===== src/rtl/lv_bist_pkg.sv =====
// lv_bist_pkg: shared FSM state type and time-window helper for the LV BIST blocks
package lv_bist_pkg;
  typedef enum logic [2:0] {IDLE, SETTLE, ITEM, ITEM_GAP, LBIST, DONE, ABORT} bist_seq_st_e;
  function automatic int unsigned us2cyc(input int unsigned us, input int unsigned clk_m);
    return us * clk_m;
  endfunction
endpackage


===== src/rtl/lv_bist_timer.sv =====
// lv_bist_timer: saturating window counter with clear; o_exp flags the count has reached i_win
module lv_bist_timer #(
  parameter int W = 8
) (
  input  logic         i_clk,
  input  logic         i_rst,
  input  logic         i_clr,
  input  logic [W-1:0] i_win,
  output logic         o_exp
);
  logic [W-1:0] cnt;
  // count up from zero after each clear and stick at all-ones
  always_ff @(posedge i_clk or posedge i_rst)
    if (i_rst) cnt <= '0;
    else if (i_clr) cnt <= '0;
    else if (!(&cnt)) cnt <= cnt + 1'b1;
  assign o_exp = cnt >= i_win;
endmodule


===== src/rtl/lv_bist_seq.sv =====
// lv_bist_seq: LV self-test sequencer (analog items then logic BIST); LV_BIST_SEQ_ABORT_ON_FAIL_EN skips the rest after the first item fail
module lv_bist_seq
  import lv_bist_pkg::*;
#(
  parameter int unsigned CLK_M        = 48,
  parameter int unsigned NUM_ITEM     = 4,
  parameter int unsigned ITEM_TMO_US  = 100,
  parameter int unsigned LBIST_TMO_US = 500,
  parameter int unsigned SETTLE_US    = 10
) (
  input  logic                i_clk,
  input  logic                i_rst,
  input  logic                i_bist_req,
  output logic [NUM_ITEM-1:0] o_item_en,
  input  logic [NUM_ITEM-1:0] i_item_done,
  input  logic [NUM_ITEM-1:0] i_item_fail,
  output logic                o_lbist_start,
  input  logic                i_lbist_done,
  input  logic                i_lbist_fail,
  output logic                o_busy,
  output logic                o_done,
  output logic [NUM_ITEM-1:0] o_fail_vec,
  output logic                o_lbist_fail,
  output logic                o_bist_pass
);
  localparam int unsigned SET_C = us2cyc(SETTLE_US, CLK_M);
  localparam int unsigned ITM_C = us2cyc(ITEM_TMO_US, CLK_M);
  localparam int unsigned LB_C  = us2cyc(LBIST_TMO_US, CLK_M);
  localparam int unsigned MX1   = LB_C > ITM_C ? LB_C : ITM_C;
  localparam int unsigned MAX_C = MX1 > SET_C ? MX1 : SET_C;
  localparam int TW = $clog2(MAX_C + 1);
  localparam int IW = NUM_ITEM > 1 ? $clog2(NUM_ITEM) : 1;
  bist_seq_st_e st, st_d;
  logic [IW-1:0] idx, idx_d;
  logic [NUM_ITEM-1:0] fail_vec_d, done_q, fail_q;
  logic lbist_fail_d, pass_d, req_q, lb_done_q, lb_fail_q, tmr_exp;
  logic [TW-1:0] win;
  assign win = st == SETTLE ? TW'(SET_C - 1) : st == LBIST ? TW'(LB_C - 1) : TW'(ITM_C - 1);
  lv_bist_timer #(.W(TW)) u_tmr (
    .i_clk(i_clk),
    .i_rst(i_rst),
    .i_clr(st_d != st),
    .i_win(win),
    .o_exp(tmr_exp)
  );
  // next state and result updates; a dropped request outside IDLE/DONE/ABORT aborts
  always_comb begin
    st_d = st;
    idx_d = idx;
    fail_vec_d = o_fail_vec;
    lbist_fail_d = o_lbist_fail;
    pass_d = o_bist_pass;
    if (st == IDLE) begin
      if (i_bist_req && !req_q) begin
        st_d = SETTLE;
        idx_d = '0;
        fail_vec_d = '0;
        lbist_fail_d = 1'b0;
        pass_d = 1'b0;
      end
    end else if (!i_bist_req && st != DONE && st != ABORT) begin
      st_d = ABORT;
      pass_d = 1'b0;
    end else begin
      case (st)
        SETTLE: if (tmr_exp) st_d = ITEM;
        ITEM: if (done_q[idx] || tmr_exp) begin
          st_d = ITEM_GAP;
          fail_vec_d[idx] = done_q[idx] ? fail_q[idx] : 1'b1;
        end
        ITEM_GAP: begin
`ifdef LV_BIST_SEQ_ABORT_ON_FAIL_EN
          if (o_fail_vec[idx]) st_d = DONE;
          else
`endif
          if (idx == IW'(NUM_ITEM - 1)) st_d = LBIST;
          else begin
            st_d = ITEM;
            idx_d = idx + 1'b1;
          end
        end
        LBIST: if (lb_done_q || tmr_exp) begin
          st_d = DONE;
          lbist_fail_d = lb_done_q ? lb_fail_q : 1'b1;
        end
        default: st_d = IDLE;
      endcase
      if (st_d == DONE) pass_d = ~(|fail_vec_d | lbist_fail_d);
    end
  end
  // state, input samples and registered outputs derived from the next state
  always_ff @(posedge i_clk or posedge i_rst)
    if (i_rst) begin
      st <= IDLE;
      idx <= '0;
      req_q <= 1'b0;
      done_q <= '0;
      fail_q <= '0;
      lb_done_q <= 1'b0;
      lb_fail_q <= 1'b0;
      o_item_en <= '0;
      o_lbist_start <= 1'b0;
      o_busy <= 1'b0;
      o_done <= 1'b0;
      o_fail_vec <= '0;
      o_lbist_fail <= 1'b0;
      o_bist_pass <= 1'b0;
    end else begin
      st <= st_d;
      idx <= idx_d;
      req_q <= i_bist_req;
      done_q <= i_item_done & o_item_en;
      fail_q <= i_item_fail;
      lb_done_q <= i_lbist_done & o_lbist_start;
      lb_fail_q <= i_lbist_fail;
      o_item_en <= st_d == ITEM ? NUM_ITEM'(1) << idx_d : '0;
      o_lbist_start <= st_d == LBIST;
      o_busy <= st_d inside {SETTLE, ITEM, ITEM_GAP, LBIST};
      o_done <= st_d == DONE;
      o_fail_vec <= fail_vec_d;
      o_lbist_fail <= lbist_fail_d;
      o_bist_pass <= pass_d;
    end
endmodule


===== config.mk =====
export PLATFORM = sky130hd
export DESIGN_NAME = lv_bist_seq
export DESIGN_NICKNAME = d
export VERILOG_FILES = /design/src/rtl/lv_bist_pkg.sv /design/src/rtl/lv_bist_timer.sv /design/src/rtl/lv_bist_seq.sv
export SDC_FILE = /design/constraint.sdc
export NUM_CORES = 1
export LEC_CHECK = 0
export BUFFER_PORTS_ARGS = -buffer_cell sky130_fd_sc_hd__buf_4
export CAP_MARGIN = 20
export CORE_MARGIN = 5
export CORE_UTILIZATION = 42
export DETAILED_ROUTE_END_ITERATION = 12
export PLACE_DENSITY = 0.67
export SETUP_SLACK_MARGIN = 0.2
export SLEW_MARGIN = 15
export SYNTH_ARGS = -nofsm -noshare
export SYNTH_HDL_FRONTEND = slang
export SYNTH_SLANG_ARGS = --single-unit

===== constraint.sdc =====
create_clock -name i_clk -period 7 [get_ports i_clk]
set_clock_uncertainty 0.05 [all_clocks]
set_input_delay 0 -clock i_clk [delete_from_list [all_inputs] [get_ports i_clk]]
set_output_delay 0 -clock i_clk [all_outputs]
set_load 0.005 [all_outputs]

# [Word-level counts from Yosys, hierarchy flattened]
# Index checks and enable logic that the tools add are counted.
[totals] in_bits=13 word_cells=103 regBits=44 output_inout_bits=13
[op_classes] muxes=46 n_addsub=2 n_eq_ne=17 bitwise=4 n_shift=1 reduce_logical=15 magnitude_cmp=3
[op_table] op="2-to-1 mux 15 bit" count=4
[op_table] op="2-to-1 mux 4 bit" count=8
[op_table] op="2-to-1 mux 3 bit" count=9
[op_table] op="adder 15 x 1 -> 15 bit (second input constant)" count=1
[op_table] op=">= comparator 15 bit" count=1
[op_table] op="2-to-1 mux 1 bit" count=15
[op_table] op="AND reduction 15 bit" count=1
[op_table] op="== test 3 x 2 -> 1 bit (second input constant)" count=4
[op_table] op="== test 3 bit (second input constant)" count=4
[op_table] op="case mux 3 bit (4 select lines)" count=1
[op_table] op="2-to-1 mux 2 bit" count=5
[op_table] op="== test 3 x 1 -> 1 bit (second input constant)" count=2
[op_table] op="!= test 3 bit (second input constant)" count=2
[op_table] op="bitwise AND 4 bit" count=1
[op_table] op="binary-select mux 1 bit (select 2 bit)" count=2
[op_table] op="bitwise mux 4 bit" count=1
[op_table] op="logical AND 1 bit" count=4
[op_table] op="!= test 2 x 1 -> 1 bit (second input constant)" count=2
[op_table] op="AND reduction 2 bit" count=2
[op_table] op="nonzero test 4 bit" count=1
[op_table] op="OR reduction 4 bit" count=1
[op_table] op="left shift 1 x 2 -> 4 bit (first input constant)" count=1
[op_table] op="zero test 3 bit" count=1
[op_table] op="< comparator 2 x 3 -> 1 bit (second input constant)" count=1
[op_table] op="other kinds (12)" count=14

# [Longest topological paths before layout]
# Gate-level depths: netlist of the first run.
[logic_depth] depth_word=15 depth_mapped=14 ltp_nobuf=13

# [Hierarchy]
# Synthesis of the first run repeated with hierarchy kept, for this count alone.
[hier_totals] cells_unflattened=283 area_unflattened_um2=2605.0
[modules_own_cells] module="lv_bist_seq" area_per_inst_um2=1461.4 instances=1 cells_per_inst=153 seq_area_each_um2=725.7
[modules_own_cells] module="lv_bist_timer" area_per_inst_um2=1143.6 instances=1 cells_per_inst=130 seq_area_each_um2=375.4

# [Least setup slack after synthesis of the first run]
# Ideal clock, no wire load.
[synth_timing] kind="register to register" from="reg st[1]" to="reg u_tmr.cnt[10]" arrival_ns=2.887 t_required_ns=6.856 period_less_slack_ns=3.031 path_slack_ns=3.969 stages_incl_launch_ff=13 n_path_buf=1 setup_ns=0.094 cell_sequence="dfrtp_1 > nand2b_1 > nor2_1 > inv_1 > ha_1 > a211o_1 > o22ai_2 > nand3_1 > o21ai_2 > mux2i_1 > nand3_1 > buf_2 > a211oi_1"
[synth_between] elab_chain_cells=13 word_cells_on_any_way=26 cone_classes="order compare: 1; eq/ne: 8; mux: 12; reduce/logical: 5"
[synth_rtl] item="from (decl)" line="lv_bist_seq.sv:33" text="bist_seq_st_e st, st_d;"
[synth_rtl] item="from (signal assigned)" line="lv_bist_seq.sv:109" text="st <= st_d;"
[synth_rtl] item="== test 3 bit" line="lv_bist_seq.sv:38, lv_bist_seq.sv:65"
[synth_rtl] item="2-to-1 mux 15 bit (2 in a row)" line="lv_bist_seq.sv:38" text="assign win = st == SETTLE ? TW'(SET_C - 1) : st == LBIST ? TW'(LB_C - 1) : TW'(ITM_C - 1);"
[synth_rtl] item=">= comparator 15 bit" line="lv_bist_timer.sv:17" text="assign o_exp = cnt >= i_win;"
[synth_rtl] item="logical OR 1 bit (on tied branches)" line="lv_bist_seq.sv:82, lv_bist_seq.sv:67"
[synth_rtl] item="2-to-1 mux 3 bit (on tied branches)" line="lv_bist_seq.sv:82, lv_bist_seq.sv:67"
[synth_rtl] item="case mux 3 bit (4 select lines)" line="lv_bist_seq.sv:65" text="case (st)"
[synth_rtl] item="2-to-1 mux 3 bit" line="lv_bist_seq.sv:61" text="end else if (!i_bist_req && st != DONE && st != ABORT) begin"
[synth_rtl] item="2-to-1 mux 3 bit" line="lv_bist_seq.sv:53" text="if (st == IDLE) begin"
[synth_rtl] item="2-to-1 mux 3 bit" line="lv_bist_seq.sv:61"
[synth_rtl] item="2-to-1 mux 3 bit" line="lv_bist_seq.sv:53"
[synth_rtl] item="!= test 3 bit *" line="lv_bist_seq.sv:42" text=".i_clr(st_d != st),"
[synth_rtl] item="!= test 2 x 1 -> 1 bit (no line) or 2-to-1 mux 15 bit (tied branches)"
[synth_rtl] item="to (signal assigned)" line="lv_bist_timer.sv:16" text="else if (!(&cnt)) cnt <= cnt + 1'b1;"
[synth_rtl] item="to (decl)" line="lv_bist_timer.sv:11" text="logic [W-1:0] cnt;"
# Mark *: on every way between the ends. The rest lies on a longest branch, timed or not. The select of a mux whose other input is x is not followed.
# A chain may end at the register's enable or synchronous reset.

# [Worst setup path after layout of the first run]
[layout_timing] from="reg st[2]" to="reg u_tmr.cnt[2]"
# Same word-level chain as after synthesis.

==> impl_results.md, run 1 <==
- Status: completed
- Remaining antenna violation count: 0
- Most frequent cells in the layout: dfrtp_1, buf_4, nand2_1
- Area occupied by multi-input gates: 1380 um^2
- I/O pin count: 26
- Setup_tns: 0 ns
- Sequential share of power: 40.0%
- Busiest grt layer: met2
- DRT Pass-1 Iters: 5
- Fin. Hold Viols: 0
- Worst Hold Depth: 2
- Initial antenna violation count: 0
- Mapped Cells: 268
- R2R Setup Slk: 3.04 ns
- GPL Wtd Cong: 0.791
- CTS sink count: 44
- Die Span X: 88.8 um
- # H-tree levels: 2
- Gate power share: 36.1%
- Ys Warns: 0
- Pleak: 0.00132 uW
- Iteration-0 DRC Markers: 104
- Layout area overhead: 16.9%
- Die H: 88.8 um
- N_diodes: 0
- Global-route usage over all layers: between 10% and 20%
- Final core occ: 50.9%
- Slew Viols, Final: 0
- Clock power frac: 23.9%
- Sw Share: 38.9%
- FF-to-FF End: u_tmr.cnt[2]
- Arrival time at the worst endpoint: 4.11 ns
- Worst path bufs/invs: 1
- Async S/R FF share, synth: 100%
- IO Port Bufs: 25
- GRT overflow: 0
- Crit Path Class: flip-flop to flip-flop
- Starting density of the core: 43.5%
- M2 GR Usage: between 20% and 30%
- Met3 Use GR: 2.61%
- Maximum vdd drop: 0.126 mV
- Total Wirelength: 5890 um
- Cell family with the largest share of critical-path delay: compound AO/OA/AOI/OAI gates
- Die ar.: between 7000 and 8000 um^2
- Via density: slightly below 6
- Top cell by count, worst path: nand3_1
- DP HPWL: about 4000 um
- Post-synth EDFFs: 0
- Share of the synthesized area in the top cell type: about 42%
- Netlist cell types: 63
- Data required, critical path: 7.15 ns
- Crit Path Max Fanout: 16
- CTS root buf: clkbuf_8
- Core area: 5990 um^2
- Post-synth top area cell: dfrtp_1
- Crit end category: flip-flop
- Layout cells sized above 1: 15.9%
- Post-synth top flop: dfrtp_1
- DRC viols: 0
- Launching element type of the critical path: flip-flop
- Worst slew pin tran: 0.778 ns
- Worst-case clock buffer depth: 2
- Fill cells: 534
- Crit-path cells: nand2b_1 -> nor2_1 -> inv_1 -> ha_1 -> a211o_1 -> o22ai_2 -> nand3_1 -> o21ai_2 -> mux2i_1 -> nand3_1 -> a211oi_1
- Avg Cell Area, Syn: 9.72 um^2
- Row count: 28
- Worst hold start: i_item_fail[2]
- Critical-path top delay cell: dfrtp_1
- Pwr Density: about 280 nW/um^2
- Clock-pin slew on the worst setup and hold paths: 0.09 ns
- Synth top area cells: dfrtp_1, a211oi_1, nand2_1
- Slowest stage delay, CP: 0.65 ns
- Drt wl/cell: between 15 and 20 um
- Largest net degree at the start of global routing: 45
- Clock latency on the worst-skew pair: 0.30 ns
- CTS tree: yes
- Synthesized flop and latch total: 44
- Max-cap violations: 0
- Vias in the first global route: 2056
- M1 GR Usage: 23.0%
- Mapped cell area: 2610 um^2
- Fin nets: 320
- Achievable frequency: 253 MHz
- Slew headroom: 48.1%
- FF-to-FF Start: st[2]
- Register area share after synthesis: 42.2%
- Hold path endpoint: fail_q[2]
- R2r worst-path depth: 11
- Storage cell area: 1100 um^2
- Net count after synthesis: about 290
- Internal: roughly 500 uW
- Commonest non-fill, non-tap cell in the layout: dfrtp_1
- Cts bufs inserted: 5
- First-pass GRT wire length: approximately 9900 um
- RSZ-0062 raised after global routing: no
- Min-delay worst type: input port to flip-flop
- Vias after detailed routing: 2169
- Tcrit/Tclk final: 56.6%
- Sw power: 326 uW
- Final setup viols: 0
- Minimum clock period: between 3 and 4 ns
-- synthesized netlist by cell type (all sizes together) (7+ instances only) --
library cell,number
a211oi,15
nand2,24
and2,9
o21ai,15
ha,7
nand3,11
xnor2,9
buf,8
a21oi,9
inv,11
nor2,16
dfrtp,44
nor3,8
-- worst max-delay path by stage --
stage           from             to  slack (ns)  cells past startpoint
3_5_place_dp   st[2]   u_tmr.cnt[2]        3.11                     11
5_1_grt        st[2]   u_tmr.cnt[1]        2.70                     11
4_1_cts        st[2]   u_tmr.cnt[2]        3.09                     11
3_3_place_gp   st[2]   u_tmr.cnt[9]        3.19                     11
6_report       st[2]   u_tmr.cnt[2]        3.04                     11
2_1_floorplan  st[1]  u_tmr.cnt[10]        3.97                     12
-- cell type report --
type | instances | share of cell area [%]
multi-input cells | 200 | 45.3
flip-flops and latches | 44 | 36.1
repair buffers | 38 | 10.3
well taps | 75 | 3.08
clock buffers | 5 | 2.26
clock inverters | 3 | 1.52
inverters | 11 | 1.35
-- stage by stage --
step	setup WS, ns	total power, uW	cells	area [um^2]	hold slack [ns]
2_1_floorplan	3.97	565	268	2610	-0.0186
3_3_place_gp	3.19	631	356	2810	0.0599
3_5_place_dp	3.11	633	356	2810	0.0609
4_1_cts	3.09	844	376	3050	0.280
5_1_grt	2.70	896	376	3050	0.295
6_report	3.04	839	376	3050	0.290
-- worst register-to-register path: cells and delay by family (launching register included) --
kind,cells,cell delay (ns)
compound gates,4,1.20
simple gates,4,1.11
flops,1,0.65
mux,1,0.33
fa+ha+maj,1,0.29
buf+inv,1,0.23
-- sequential cells by signal, indices dropped and copies added, names as in the netlist --
name / count
u_tmr.cnt: 15
done_q: 4
fail_q: 4
o_fail_vec: 4
o_item_en: 4
st: 3
idx: 2
lb_done_q: 1
lb_fail_q: 1
o_bist_pass: 1
o_busy: 1
o_done: 1
o_lbist_fail: 1
o_lbist_start: 1
req_q: 1
-- repair_timing --
item | 4_1_cts | 5_1_grt
buffers inserted | 0 | 0
gates resized for setup | 0 | 0
hold buffers | 12 | 0
endpoints found under the hold margin | 55 | 0
-- layer usage --
layer	wire length [um]	vias to the layer above
met4	69	0
met1	2850	1062
met2	2760	41
met5	0	-
li1	-	1060
met3	205	6
-- kinds of logic (layout without fill, tap and decap cells) --
group	count (synthesis)	after routing	synth area share [%]
AOI/OAI and AO/OA	78	78	21.9
muxes	5	5	2.93
and+or+nand+nor	97	97	20.5
DFF	44	44	42.2
buffers and inverters	24	57	4.75
adders and majority gates	7	7	3.36
xor gates and xnor gates	13	13	4.37
-- power groups by stage --
| stage | logic (uW) | registers [uW] | clock network, uW |
|---|---|---|---|
| global route | 338 | 343 | 214 |
| detailed placement | 294 | 339 | 0 |
| finish | 303 | 335 | 201 |
| global placement | 292 | 339 | 0 |
| CTS | 302 | 335 | 207 |
| floorplan | 254 | 311 | 0 |
Note: power is estimated with default switching activity, not from simulation.
==> run 2: changes to the inputs <==
- ABC_AREA: not set -> 1
- clock period: 7 -> 4.1 ns (I/O delays scaled with it)
==> impl_results.md, run 2 <==
- Pwr Density: 540 nW/um^2
- Status: completed
- Slowest stage delay, CP: 0.45 ns
- Post-place setup slack: 1.32 ns
- Worst-case clock buffer depth: 2
- Post-CTS setup buffers: 0
- R2R Setup Slk: between 1 and 1.5 ns
- Post-synth top area cell: dfrtp_1
- Max-cap violations: 0
- Ys Warns: 0
- Total Wirelength: about 4700 um
- Via density: 4.85
- R2r worst-path depth: 17
- Row count: 27
- Max FFs per register: 15
- Min-delay worst type: input port to flip-flop
- Synthesized flop and latch total: 44
- Cts bufs inserted: 5
- Pleak: around 0.0014 uW
- Core area: approximately 5400 um^2
- Die Span X: about 84 um
- I/O pin count: 26
- Drt wl/cell: 12.0 um
- DRT Pass-1 Iters: 4
- Setup_tns: 0 ns
- Starting density of the core: between 40% and 50%
- Final setup viols: 0
- Post-synth EDFFs: 0
- Synth top area cells: dfrtp_1, nand2_1, inv_1
- Hold path endpoint: fail_q[0]
- CTS tree: yes
- Register area share after synthesis: 47.6%
- Vias after detailed routing: roughly 1900
- Async S/R FF share, synth: 100%
- Area occupied by multi-input gates: 1020 um^2
- CTS root buf: clkbuf_8
- Most common cell in the netlist: nand2_1
- Worst Hold Depth: 2
- Mapped cell area: between 2000 and 2500 um^2
- IO Port Bufs: 25
- Crit Path Max Fanout: 15
- Commonest cells in the netlist: nand2_1, dfrtp_1, inv_1
- CTS sink count: 44
- Vias in the first global route: 1890
- Crit end category: flip-flop
- FF-to-FF End: u_tmr.cnt[7]
- GPL Wtd Cong: 0.904
- Crit Path Class: flip-flop to flip-flop
- Fin nets: 342
- Largest net degree at the start of global routing: 45
- Commonest non-fill, non-tap cell in the layout: nand2_1
- Worst slew pin tran: 0.845 ns
- Iteration-0 DRC Markers: 124
- Clock-pin slew on the worst setup and hold paths: 0.09 ns
- Minimum clock period: 2.78 ns
- # H-tree levels: 2
- Storage cell area: 1100 um^2
- Layout area overhead: 21.6%
- Layout cells sized above 1: 17.3%
- Final hold slack: 0.291 ns
- FF-to-FF Start: st[0]
- Slew headroom: 43.2%
- Net count after synthesis: about 300
- Worst hold start: i_item_fail[0]
- DRC viols: 0
- First-pass GRT wire length: 8580 um
- Achievable frequency: around 360 MHz
- Initial antenna violation count: 0
- Critical-path top delay cell: dfrtp_1
- Global-route usage over all layers: 14.7%
- Data required, critical path: between 4 and 5 ns
- Maximum vdd drop: about 0.31 mV
- Tcrit/Tclk final: 67.8%
- Largest register by flop count: u_tmr.cnt
- Slew Viols, Final: 0
- Avg Cell Area, Syn: 8.32 um^2
- N_diodes: 0
- Launching element type of the critical path: flip-flop
- Netlist cell types: 32
- Remaining antenna violation count: 0
- Crit-path cells: nor2_1 -> inv_1 -> nor2_1 -> inv_1 -> ha_1 -> nand4_1 -> nor2_1 -> nand2_1 -> nand2_1 -> nand2_2 -> nand3_4 -> nand2_2 -> nand4_2 -> nand2_2 -> nand2_1 -> nand3b_4 -> nor2_2
- RSZ-0062 raised after global routing: no
- Die ar.: 7090 um^2
- Most frequent cells in the layout: nand2_1, dfrtp_1, inv_1
- Die H: 84.2 um
- Fill cells: 509
- Fin. Hold Viols: 0
- Worst path bufs/invs: 2
- DP HPWL: 3320 um
- Arrival time at the worst endpoint: 2.96 ns
- Cell family with the largest share of critical-path delay: simple AND/OR/NAND/NOR gates
- Share of the synthesized area in the top cell type: 47.6%
- GRT overflow: 0
- Post-synth top flop: dfrtp_1
- Mapped Cells: 278
- Final WS setup: 1.32 ns
- Clock latency on the worst-skew pair: 0.30 ns
run 2: cell types whose count changed after synthesis, moves of 5 or more:
cell / change
inv_1: +32
a211oi_1: -15
nor2_2: +10
nor2_1: +16
and2_1: -8
clkbuf_1: -5
nand2_1: +35
xnor2_1: -8
run 2: cell type report:
class	count	share of cell area, %
flip-flops and latches	44	39.1
multi-input cells	188	36.3
repair buffers	38	11.2
inverters	45	6.01
well taps	72	3.20
clock buffers	5	2.45
clock inverters	3	1.65
run 2: how the worst max path moves through the flow:
| stage | from | end | slack, ns | depth (start not counted) |
|---|---|---|---|---|
| finish | st[0] | u_tmr.cnt[7] | 1.32 | 17 |
| CTS | st[0] | u_tmr.cnt[7] | 1.31 | 17 |
| global route | st[0] | u_tmr.cnt[7] | 0.98 | 17 |
| floorplan | st[2] | u_tmr.cnt[4] | 1.70 | 18 |
| global placement | st[0] | u_tmr.cnt[13] | 1.39 | 17 |
| detailed placement | st[0] | u_tmr.cnt[0] | 1.32 | 17 |
run 2: power breakdown:
part           internal [uW]  switching (uW)  leakage [uW]
Combinational            226             389      0.000805
Clock                    183             156     0.0000548
Sequential               511            54.0      0.000586
run 2: through the flow:
stage	instances	instance area (um^2)	util (%)	total power (uW)
CTS	395	2810	51.7	1530
global route	395	2810	51.7	1640
floorplan	278	2310	-	1050
detailed placement	375	2580	47.4	1180
global placement	375	2580	47.4	1170
finish	395	2810	51.7	1520
run 2: per-layer routing:
metal  track usage, %  vias up  wire, um
li1                 -      982         -
met1             19.9      891      2300
met2             22.7       36      2140
met3             3.53        7       189
met4             5.99        0        85
met5                0        -         0
run 2: worst register-to-register path: cells and delay by family, from the launching register on:
family	cells	cell delay, ns
adders and majority gates	1	0.33
and+or+nand+nor	14	1.66
buffers and inverters	2	0.24
DFF	1	0.45
run 2: kinds of logic (layout without fill, tap and decap cells):
kind of cell	after synthesis	count (layout)	share of synthesized area, %
AOI/OAI and AO/OA	32	32	8.60
DFF	44	44	47.6
muxes	1	1	0.433
adders and majority gates	7	7	3.79
and+or+nand+nor	142	142	29.1
buffers and inverters	46	91	8.17
xor gates and xnor gates	6	6	2.27
run 2: what timing repair did:
item	4_1_cts	5_1_grt
hold buffers	12	0
hold endpoints to repair	55	0
setup endpoints to repair	0	0
resized for setup	0	0
==> run 3: changes to the inputs <==
- clock period: 4.1 -> 2.9 ns (I/O delays scaled with it)
==> impl_results.md, run 3 (synthesized netlist as in run 2, its figures left out) <==
- Status: completed
- GPL Wtd Cong: 0.907
- Crit-path cells: nor2_2 -> inv_2 -> nor2_4 -> nor2_4 -> inv_1 -> ha_1 -> a21o_1 -> a21oi_2 -> nand2_1 -> nand2_2 -> nand3_4 -> nand2_2 -> nand4_4 -> nand2_4 -> nand2_4 -> nand3b_4 -> nor2_1
- Fin. Hold Viols: 0
- Largest register by flop count: u_tmr.cnt
- Achievable frequency: 396 MHz
- Core area: around 5400 um^2
- CTS sink count: 44
- Layout area overhead: 28.8%
- Row count: 27
- I/O pin count: 26
- Max-cap violations: 0
- Critical-path top delay cell: dfrtp_2
- Slew headroom: 47.5%
- CTS tree: yes
- Setup_tns: 0 ns
- Maximum vdd drop: about 0.47 mV
- Pwr Density: 789 nW/um^2
- Worst slew pin tran: a little under 0.8 ns
- Via density: 4.84
- Final core occ: 54.8%
- Worst-case clock buffer depth: 2
- Fin nets: 348
- Global-route usage over all layers: 14.5%
- Remaining antenna violation count: 0
- Pleak: 0.00151 uW
- Die Span X: 84.2 um
- Cts bufs inserted: 5
- CTS root buf: clkbuf_8
- Arrival time at the worst endpoint: 2.67 ns
- Vias in the first global route: 1906
- # H-tree levels: 2
- Starting density of the core: a little over two fifths
- Launching element type of the critical path: flip-flop
- Initial antenna violation count: 0
- DRC viols: 0
- DP HPWL: ~3400 um
- Slowest stage delay, CP: 0.45 ns
- Slew Viols, Final: 0
- Minimum clock period: roughly 2.5 ns
- Die H: 84.2 um
- Largest net degree at the start of global routing: 24
- First-pass GRT wire length: 8360 um
- Crit Path Max Fanout: 8
- Min-delay worst type: input port to async pin
- Layout cells sized above 1: 24.3%
- Vias after detailed routing: 1942
- Data required, critical path: 3.04 ns
- Iteration-0 DRC Markers: 88
- Tcrit/Tclk final: between 80 and 90%
- RSZ-0062 raised after global routing: no
- Max FFs per register: 15
- Most frequent cells in the layout: nand2_1, dfrtp_1, inv_1
- Clock-pin slew on the worst setup and hold paths: 0.09 ns
- Crit Path Class: flip-flop to flip-flop
- Final setup viols: 0
- IO Port Bufs: 25
- GRT overflow: 0
- Die ar.: 7090 um^2
- Clock latency on the worst-skew pair: 0.30 ns
- DRT Pass-1 Iters: 4
- Total Wirelength: 4910 um
- N_diodes: 0
- Crit end category: flip-flop
- Commonest non-fill, non-tap cell in the layout: nand2_1
- Drt wl/cell: between 10 and 15 um
## run 3: worst paths after layout
kind                                 from  slack (ns)            end  cells after the start
min in group i_clk         i_item_fail[0]        0.30      fail_q[0]                      2
hold reg to reg              o_item_en[2]        0.42      done_q[2]                      2
max in group asynchronous           i_rst        1.84          st[0]                      4
setup reg to reg                    st[1]        0.37   u_tmr.cnt[0]                     17
hold / removal                      i_rst        0.25  o_lbist_start                      3
setup / recovery                    st[1]        0.37   u_tmr.cnt[0]                     17
## run 3: cell type report
class	count	area (um^2)
Fill cell	479	2460
Multi-Input combinational cell	189	1140
Sequential cell	44	1100
Timing Repair Buffer	43	353
Inverter	45	171
Tap cell	72	90.1
Clock buffer	5	68.8
Clock inverter	3	46.3
## run 3: critical path: cells and delay by family, from the launching register on
family	cells	cell delay [ns]
simple gates	12	1.29
flops	1	0.45
compound gates	2	0.28
buf+inv	2	0.11
fa+ha+maj	1	0.23
## run 3: repair_timing
action	4_1_cts	5_1_grt
setup endpoints to repair	4	23
gates cloned	1	0
pin swaps	0	5
endpoints found under the hold margin	33	0
resized for setup	3	23
buffers inserted	0	3
hold buffers	12	0
## run 3: per-layer routing
layer	global-route usage, %	vias to the layer above	routed length [um]
met5	0	-	0
met4	5.12	0	71
met3	3.34	6	186
met2	22.8	30	2230
met1	19.6	907	2430
li1	-	999	-
## run 3: where the power goes
part | internal (uW) | switching, uW
Clock | 259 | 219
Sequential | 724 | 80.2
Combinational | 427 | 639
## run 3: stage by stage
stage / worst slack (ns) / std cells / area [um^2] / total power [uW] / hold WS [ns]
after global placement: 0.224 / 377 / 2590 / 1660 / 0.0379
after detailed placement: 0.218 / 377 / 2590 / 1680 / 0.0403
after floorplan: 0.499 / 278 / 2310 / 1490 / -0.0186
after CTS: 0.232 / 398 / 2850 / 2230 / 0.261
final: 0.372 / 401 / 2980 / 2350 / 0.247
after global routing: 0.172 / 401 / 2980 / 2540 / 0.299
